[src/rtl/ifu_pkg.sv]
// Shared definitions for the instruction fetch unit: FSM encodings,
// AXI read-response codes, the default reset PC and an alignment helper.
package ifu_pkg;

  localparam logic [31:0] DEFAULT_RESET_PC = 32'h8000_0000;

  localparam logic [1:0] RESP_OKAY   = 2'b00;
  localparam logic [1:0] RESP_SLVERR = 2'b10;
  localparam logic [1:0] RESP_DECERR = 2'b11;

  typedef enum logic [2:0] {
    FETCH_AR = 3'd0,
    FETCH_R  = 3'd1,
    ISSUE    = 3'd2,
    WAIT_NPC = 3'd3,
    HALT     = 3'd4
  } ifu_state_e;

  // Instructions are 32-bit words, so any PC with low bits set is unusable.
  function automatic logic is_word_aligned(input logic [1:0] lsb);
    return (lsb == 2'b00);
  endfunction

endpackage

[src/rtl/ifu_perf_cnt.sv]
// Three free-running 32-bit event counters (completed fetches, busy cycles,
// stall cycles). Generic enough to be reused by the decode and execute stages;
// simulation harnesses read them through the getters.
module ifu_perf_cnt (
  input  logic clk_i,
  input  logic rst_i,
  input  logic fetch_done_i,
  input  logic fetch_busy_i,
  input  logic stall_i
);

  logic [31:0] fetch_count_q, fetch_count_d;
  logic [31:0] fetch_cycles_q, fetch_cycles_d;
  logic [31:0] stall_cycles_q, stall_cycles_d;

  // Increment each counter on its enable; wrap naturally at 2^32.
  always_comb begin
    fetch_count_d  = fetch_count_q  + {31'b0, fetch_done_i};
    fetch_cycles_d = fetch_cycles_q + {31'b0, fetch_busy_i};
    stall_cycles_d = stall_cycles_q + {31'b0, stall_i};
  end

  // Counter registers, cleared by synchronous reset.
  always_ff @(posedge clk_i) begin
    if (rst_i) begin
      fetch_count_q  <= '0;
      fetch_cycles_q <= '0;
      stall_cycles_q <= '0;
    end else begin
      fetch_count_q  <= fetch_count_d;
      fetch_cycles_q <= fetch_cycles_d;
      stall_cycles_q <= stall_cycles_d;
    end
  end

`ifndef SYNTHESIS
  function int unsigned perf_get_fetch_count();
    return fetch_count_q;
  endfunction

  function int unsigned perf_get_fetch_cycles();
    return fetch_cycles_q;
  endfunction

  function int unsigned perf_get_stall_cycles();
    return stall_cycles_q;
  endfunction
`endif

endmodule

[src/rtl/ifu_fetch.sv]
// Instruction fetch unit: holds the PC, reads one instruction per PC over
// AXI4-Lite, hands {inst, pc} to decode, then waits for the next PC from
// writeback. Single-issue: at most one instruction in flight.
//
//   state    | meaning
//   ---------+-----------------------------------------------------------
//   FETCH_AR | arvalid high with araddr=pc, waiting for arready
//   FETCH_R  | rready high, waiting for the read beat
//   ISSUE    | ifu_valid high, inst/pc held until decode accepts
//   WAIT_NPC | waiting for writeback to deliver the next PC
//   HALT     | bus error or protocol violation; only reset leaves
module ifu_fetch
  import ifu_pkg::*;
#(
  parameter int unsigned         ADDR_W   = 32,
  parameter logic [ADDR_W-1:0]   RESET_PC = DEFAULT_RESET_PC
) (
  input  logic              clock,
  input  logic              reset,
  output logic [ADDR_W-1:0] araddr,
  output logic              arvalid,
  input  logic              arready,
  input  logic [31:0]       rdata,
  input  logic [1:0]        rresp,
  input  logic              rvalid,
  output logic              rready,
  output logic [31:0]       inst,
  output logic [ADDR_W-1:0] ifu_to_idu_pc,
  output logic              ifu_valid,
  input  logic              ifu_ready,
  input  logic              npc_valid,
  input  logic [ADDR_W-1:0] npc,
  output logic              fetch_err,
  output logic [2:0]        state_out
);

  ifu_state_e        state_q, state_d;
  logic [ADDR_W-1:0] pc_q, pc_d;
  logic [31:0]       inst_q, inst_d;
  logic [ADDR_W-1:0] ipc_q, ipc_d;
  logic              pend_valid_q, pend_valid_d;
  logic [ADDR_W-1:0] pend_pc_q, pend_pc_d;
  logic              err_q, err_d;

  logic              redirect;
  logic              early_npc;
  logic [ADDR_W-1:0] next_pc;
  logic              fetch_done;

  // Next-state, datapath and handshake outputs.
  always_comb begin
    state_d      = state_q;
    pc_d         = pc_q;
    inst_d       = inst_q;
    ipc_d        = ipc_q;
    pend_valid_d = pend_valid_q;
    pend_pc_d    = pend_pc_q;
    err_d        = err_q;
    arvalid      = 1'b0;
    rready       = 1'b0;
    ifu_valid    = 1'b0;
    redirect     = 1'b0;
    fetch_done   = 1'b0;
    next_pc      = pend_valid_q ? pend_pc_q : npc;

    case (state_q)
      FETCH_AR: begin
        arvalid = 1'b1;
        if (arready) state_d = FETCH_R;
      end
      FETCH_R: begin
        rready = 1'b1;
        if (rvalid) begin
          if (rresp == RESP_OKAY) begin
            inst_d     = rdata;
            ipc_d      = pc_q;
            fetch_done = 1'b1;
            state_d    = ISSUE;
          end else begin
            err_d   = 1'b1;
            state_d = HALT;
          end
        end
      end
      ISSUE: begin
        ifu_valid = 1'b1;
        if (ifu_ready) begin
          state_d  = WAIT_NPC;
          // A PC already known at handshake time skips the idle wait.
          redirect = 1'b1;
        end
      end
      WAIT_NPC: redirect = 1'b1;
      HALT: ;
      default: begin
        err_d   = 1'b1;
        state_d = HALT;
      end
    endcase

    // Start the next fetch from the pending slot first, else from writeback.
    if (redirect && (pend_valid_q || npc_valid)) begin
      pend_valid_d = 1'b0;
      if (!is_word_aligned(next_pc[1:0])) begin
        err_d   = 1'b1;
        state_d = HALT;
      end else begin
        pc_d    = next_pc;
        state_d = FETCH_AR;
      end
      // Slot drained this cycle, so a simultaneous writeback PC refills it.
      if (pend_valid_q && npc_valid) begin
        pend_valid_d = 1'b1;
        pend_pc_d    = npc;
      end
    end

    // Next PC arriving while the current instruction is still in flight.
    if (early_npc) begin
      if (pend_valid_q) begin
        err_d = 1'b1;
      end else begin
        pend_valid_d = 1'b1;
        pend_pc_d    = npc;
      end
    end
  end

  assign early_npc = npc_valid &&
                     ((state_q == FETCH_AR) || (state_q == FETCH_R) ||
                      ((state_q == ISSUE) && !ifu_ready));

  // State and datapath registers with synchronous reset.
  always_ff @(posedge clock) begin
    if (reset) begin
      state_q      <= FETCH_AR;
      pc_q         <= RESET_PC;
      inst_q       <= '0;
      ipc_q        <= RESET_PC;
      pend_valid_q <= 1'b0;
      pend_pc_q    <= '0;
      err_q        <= 1'b0;
    end else begin
      state_q      <= state_d;
      pc_q         <= pc_d;
      inst_q       <= inst_d;
      ipc_q        <= ipc_d;
      pend_valid_q <= pend_valid_d;
      pend_pc_q    <= pend_pc_d;
      err_q        <= err_d;
    end
  end

  assign araddr        = pc_q;
  assign inst          = inst_q;
  assign ifu_to_idu_pc = ipc_q;
  assign fetch_err     = err_q;
  assign state_out     = state_q;

  ifu_perf_cnt u_perf (
    .clk_i        (clock),
    .rst_i        (reset),
    .fetch_done_i (fetch_done),
    .fetch_busy_i ((state_q == FETCH_AR) || (state_q == FETCH_R)),
    .stall_i      ((state_q == ISSUE) && !ifu_ready)
  );

`ifndef SYNTHESIS
  a_ar_hold: assert property (@(posedge clock) disable iff (reset)
    (arvalid && !arready) |=> (arvalid && $stable(araddr)))
    else $error("ifu_fetch: arvalid/araddr changed before arready");

  a_issue_hold: assert property (@(posedge clock) disable iff (reset)
    (ifu_valid && !ifu_ready) |=>
      (ifu_valid && $stable(inst) && $stable(ifu_to_idu_pc)))
    else $error("ifu_fetch: inst/pc changed before ifu_ready");
`endif

endmodule

[config.mk]
export PLATFORM = sky130hd
export DESIGN_NAME = ifu_fetch
export DESIGN_NICKNAME = d
export VERILOG_FILES = /design/src/rtl/ifu_pkg.sv /design/src/rtl/ifu_perf_cnt.sv /design/src/rtl/ifu_fetch.sv
export SDC_FILE = /design/constraint.sdc
export NUM_CORES = 1
export LEC_CHECK = 0
export CORE_MARGIN = 4
export CORE_UTILIZATION = 43
export CTS_BUF_LIST = sky130_fd_sc_hd__clkbuf_4 sky130_fd_sc_hd__clkbuf_8
export DETAILED_ROUTE_END_ITERATION = 6
export PLACE_DENSITY = 0.78
export SYNTH_ARGS = -nofsm -noshare
export SYNTH_HDL_FRONTEND = slang
export SYNTH_HIERARCHICAL = 1
export SYNTH_SLANG_ARGS = --single-unit
[constraint.sdc]
create_clock -name clock -period 1.7 [get_ports clock]
set_clock_uncertainty 0.2 [all_clocks]
set_input_delay 0.34 -clock clock [delete_from_list [all_inputs] [get_ports clock]]
set_output_delay 0.34 -clock clock [all_outputs]
set_load 0.005 [all_outputs]
== Word-level counts from Yosys, hierarchy flattened ==
Cells that the tools add are included.
Operators by class
  eq/ne operators: 8
  muxes and demuxes: 28
  reductions and logical operators: 16
Operator list (count)
  $mux 32: 5
  $mux 3: 6
  $mux 1: 14
  $pmux 3 s4: 1
  $ne 3x3->1 const B: 3
  $eq 3x2->1 const B: 2
  $logic_and 1x1->1: 4
  $logic_not 2->1: 2
  $pmux 1 s2: 2
  $reduce_and 4->1: 1
  $reduce_or 4->1: 1
  $eq 3x1->1 const B: 1
  $eq 3x3->1 const B: 1
  $logic_not 3->1: 1
  $logic_or 1x1->1: 3
  $reduce_and 3->1: 1
  $ne 2x1->1 const B: 1
  $reduce_and 2->1: 1
  $reduce_or 2->1: 1
  $logic_not 1->1: 1
Storage, ports and cells
  bits in registers: 133
  input port bits: 72
  logic and storage cells: 59

== Depth between registers and ports, before layout ==
  depth in word-level cells: 8
  gate-level depth with buffers: 7
  depth with buffers taken out: 4

== Least setup slack after synthesis ==
No wires, ideal clock.
  path kind: register to register
  start: reg state_q[0] (netlist: state_out[0])
  end: reg inst_q[23] (netlist: inst[23])
  arrival: 1.386 ns
  data required time: 1.358 ns
  setup slack: -0.028 ns
  stages on the path, launching flop included: 7
  buffers on the path: 2
  cells stage by stage: dfxtp_1 -> nand2b_4 -> or4_1 -> buf_4 -> buf_6 -> nand2_1 -> a21oi_2
Between the ends
  longest elaborated chain between the ends: 2
RTL lines
  from (decl): line ifu_fetch.sv:37  | ifu_state_e state_q, state_d;
  from (signal assigned): line ifu_fetch.sv:144  | state_q <= state_d;
  $eq 3x1->1: line ifu_fetch.sv:66  | case (state_q)
  $reduce_and 3->1 (no source line)
  to (signal assigned): line ifu_fetch.sv:146  | inst_q <= inst_d;
  to (decl): line ifu_fetch.sv:39  | logic [31:0] inst_q, inst_d;
Every way passes these cells.
A chain may end at the register's enable or synchronous reset.

== Final worst setup path ==
  start: reg state_q[0] (netlist: state_out[0])
  end: reg pend_pc_q[28]
Between the ends
  longest elaborated chain between the ends: 6
  elaborated cells on any way between the ends: 13
  classes of those cells: 3 x eq/ne; 4 x mux; 6 x reduce/logical
RTL lines
  $eq 3x2->1, on equally long branches: line ifu_fetch.sv:66, ifu_fetch.sv:131
  $pmux 1 s2: line ifu_fetch.sv:66
  $logic_and 1x1->1: line ifu_fetch.sv:102  | if (redirect && (pend_valid_q || npc_valid)) begin
  $mux 32: line ifu_fetch.sv:102
  $mux 32: line ifu_fetch.sv:120  | if (pend_valid_q) begin
  $mux 32 (*): line ifu_fetch.sv:119  | if (early_npc) begin
  to (signal assigned): line ifu_fetch.sv:149  | pend_pc_q <= pend_pc_d;
  to (decl): line ifu_fetch.sv:42  | logic [ADDR_W-1:0] pend_pc_q, pend_pc_d;
Every way passes the cells marked *; elsewhere a longest branch is shown, timed or not.

==> results.cfg <==
[run_status]
status = finished with violations
violations = negative setup slack

[place]
gp_congestion = 0.863
pre_cts_ws_ns = -0.587
hpwl_mm = 11.1
dpl-instance-area_um2 = 7650
io_buffers = 174
dpl.cell_count = 960

[yosys]
synth_area_per_cell_um2 = 8.99
synth_cell_types = 41
ys_ff_latch = 133
synth.yosys.seq_area_share_pct = 48.1
synth_fp_nets = 688
synth_cells = 616
yosys_warnings = 6
synth_area_um2 = 5540

[cells_and_area]
design_area_um2 = 9850
layout_common_cells = nand2_1, dfxtp_1, dlygate4sd2_1
seqCellArea_um2 = 2710
nFillCells = 771
syn_to_final_growth_pct = 77.9
final_common_cell = nand2_1
multi_input_area_um2 = 3400
final_nets = 936
final_cells = 1049
utilization_pct = 78.1
drive_above_1_share_pct = 44.2

[power]
combPwrFrac_pct = 31.9
pwr-share-seq_pct = 37.6
clkPwrFrac_pct = 30.5
irDropWorstVdd_mv = 0.800
p_per_area_nw_per_um2 = 945
total_power_w = 0.00932
netSwitchingFraction_pct = 30.2
intPower_w = 0.00650
p_switching_w = 0.00281
p_leak_nw = 4.18

[sta]
fin_ws_ns = -0.184
period_share_pct = 111
fmax_mhz = 531
rsz0062_at_grt = true
max_slew_margin_pct = 58.1
worstMarginPinSlew_ns = 0.628
period_needed_ns = 1.88
maxSlewViolCount = 0
finalHoldViolations = 0
setup_viol = 134

[clock_network]
cts_buffer_depth = 2
tritoncts = built
htree_levels = 4
numCtsBuffers = 17
cts_sinks = 133
root_buffer = clkbuf_8
clkLatencyLatePin_ns = 0.44
clk_pin_slew_worst_paths_ns = 0.08

[route]
ant_nets = 0
wl_per_cell_um = 20.5
drc = 0
vias_per_cell = 5.41
dr.pass1.iters = 5
dr_total_vias = 5671
routed_wl_mm = 21.5
drt_iter0_markers = 334

[die]
dieArea_um2 = 14800
initial_core_util_pct = 43.9
io_pins = 175
fp.dieH_um = 121
fp.dieW_um = 121
std_cell_rows = 41
core_area_um2 = 12600

[worst_hold_path]
hold_start = rdata[6]
hold_path.class = in -> reg
min_path_cells = 3

[setup_path]
critPathLaunchType = flop
rr_worst_depth = 7
path_class = reg -> reg
end_kind = flop
arrival_ns = 2.05
crit_path_start = state_out[0]
cp.required_ns = 1.86
reg2reg_from = state_out[0]
critical_path.max_fanout = 11

[flow_run]
cap_viol_max_count = 0

[grt]
antenna_found_initial = 1
grt_pass1_wl_mm = 27.7
grt_pass1_vias = 5394
grt-ovfl-total = 0
grt_max_degree = 40
grtUsageTotal_pct = 23.9
==> worst max-delay path: stages, from the launching register on <==
cell and delay [ns]:
dfxtp_4 0.37, buf_6 0.13, o21ai_4 0.18, buf_6 0.12
xor2_1 0.14, and2_4 0.25, buf_12 0.17, mux2i_1 0.24
==> sequential cells by signal (all words and copies together) (netlist names) <==
name	flops
state_out	3
pend_pc_q	32
araddr	32
inst	32
fetch_err	1
pend_valid_q	1
ifu_to_idu_pc	32
==> metrics by stage <==
| stage | hold slack, ns | setup TNS [ns] |
|---|---|---|
| final | 0.247 | -13.44 |
| after global routing | 0.224 | -19.89 |
| after CTS | 0.224 | -7.10 |
| after detailed placement | 0.244 | -68.54 |
| after global placement | 0.238 | -60.72 |
| after floorplan | 0.230 | 0 |
==> power groups by stage <==
stage          sequential [W]  clock (W)  combinational [W]
6_report              0.00350    0.00284            0.00297
5_1_grt               0.00352    0.00301            0.00312
4_1_cts               0.00348    0.00283            0.00250
3_5_place_dp          0.00354          0            0.00210
3_3_place_gp          0.00353          0            0.00204
2_1_floorplan         0.00351          0            0.00117
==> per-layer routing <==
metal	GRT usage (%)	vias up	wire length, um
met1	29.1	2791	8590
met3	7.32	33	1390
met5	0	-	0
met4	6.86	0	445
li1	-	2615	-
met2	40.9	232	11100
==> timing repair <==
item | in CTS | in global routing
endpoints found under the setup margin | 233 | 134
pin swaps | 32 | 106
gates resized for setup | 222 | 219
cloned | 14 | 14
hold buffers | 1 | 0
buffers inserted | 22 | 12
hold endpoints to repair | 2 | 0
==> cell usage after synthesis <==
cell	number	area share [%]
nand2_1	176	12
dfxtp_1	133	48
a21oi_1	75	6.8
mux2i_1	63	11
a211oi_1	29	3.9
a21oi_2	19	3.0
nand2_2	19	2.1
clkbuf_1	17	1.2
buf_6	15	3.1
buf_2	12	1.1
buf_4	7	0.95
nor2_1	6	0.41
o21ai_0	6	0.54
nand2b_1	4	0.45
nand3_1	3	0.27
nor3_1	3	0.27
a31oi_1	2	0.23
inv_1	2	0.14
nor2b_1	2	0.23
nor3b_1	2	0.27
a2111oi_2	1	0.27
a22o_1	1	0.16
a32oi_2	1	0.29
and2_1	1	0.11
clkinv_1	1	0.068
nand2b_4	1	0.25
nor2_2	1	0.11
nor3_4	1	0.29
nor4_4	1	0.38
o211ai_1	1	0.14
o21ai_2	1	0.16
o21bai_1	1	0.14
o221ai_1	1	0.16
o22ai_1	1	0.11
o311ai_1	1	0.16
o32a_1	1	0.18
o32ai_1	1	0.16
o41ai_1	1	0.16
or3_1	1	0.11
or4_1	1	0.14
xor2_1	1	0.16
==> area by class of cell <==
cell class                 count  area share, %
clock buffer                  22           3.01
tap                          172           2.18
antenna                        1         0.0254
inverter                       3          0.114
sequential                   133           27.5
clock inverter                 9           1.27
multi-input combinational    431           34.5
timing repair buffer         278           31.5
==> final timing paths <==
kind	endpoint	slack [ns]
worst max-delay path	pend_pc_q[28]	-0.18
worst min-delay path	inst[6]	0.25
worst max register to register	pend_pc_q[28]	-0.18
worst min register to register	ifu_to_idu_pc[19]	0.25
==> logic make-up (layout without fill, tap and decap cells) <==
kind of cell	after synthesis	after routing	share of synthesized area (%)
AND/OR/NAND/NOR	222	224	17.4
XOR/XNOR	1	1	0.158
other	0	1	0
flip-flops	133	133	48.1
multiplexers	63	63	11.4
AO/OA/AOI/OAI	143	143	16.6
buffers and inverters	54	312	6.44
No activity file was read; power rests on OpenSTA's default activity.
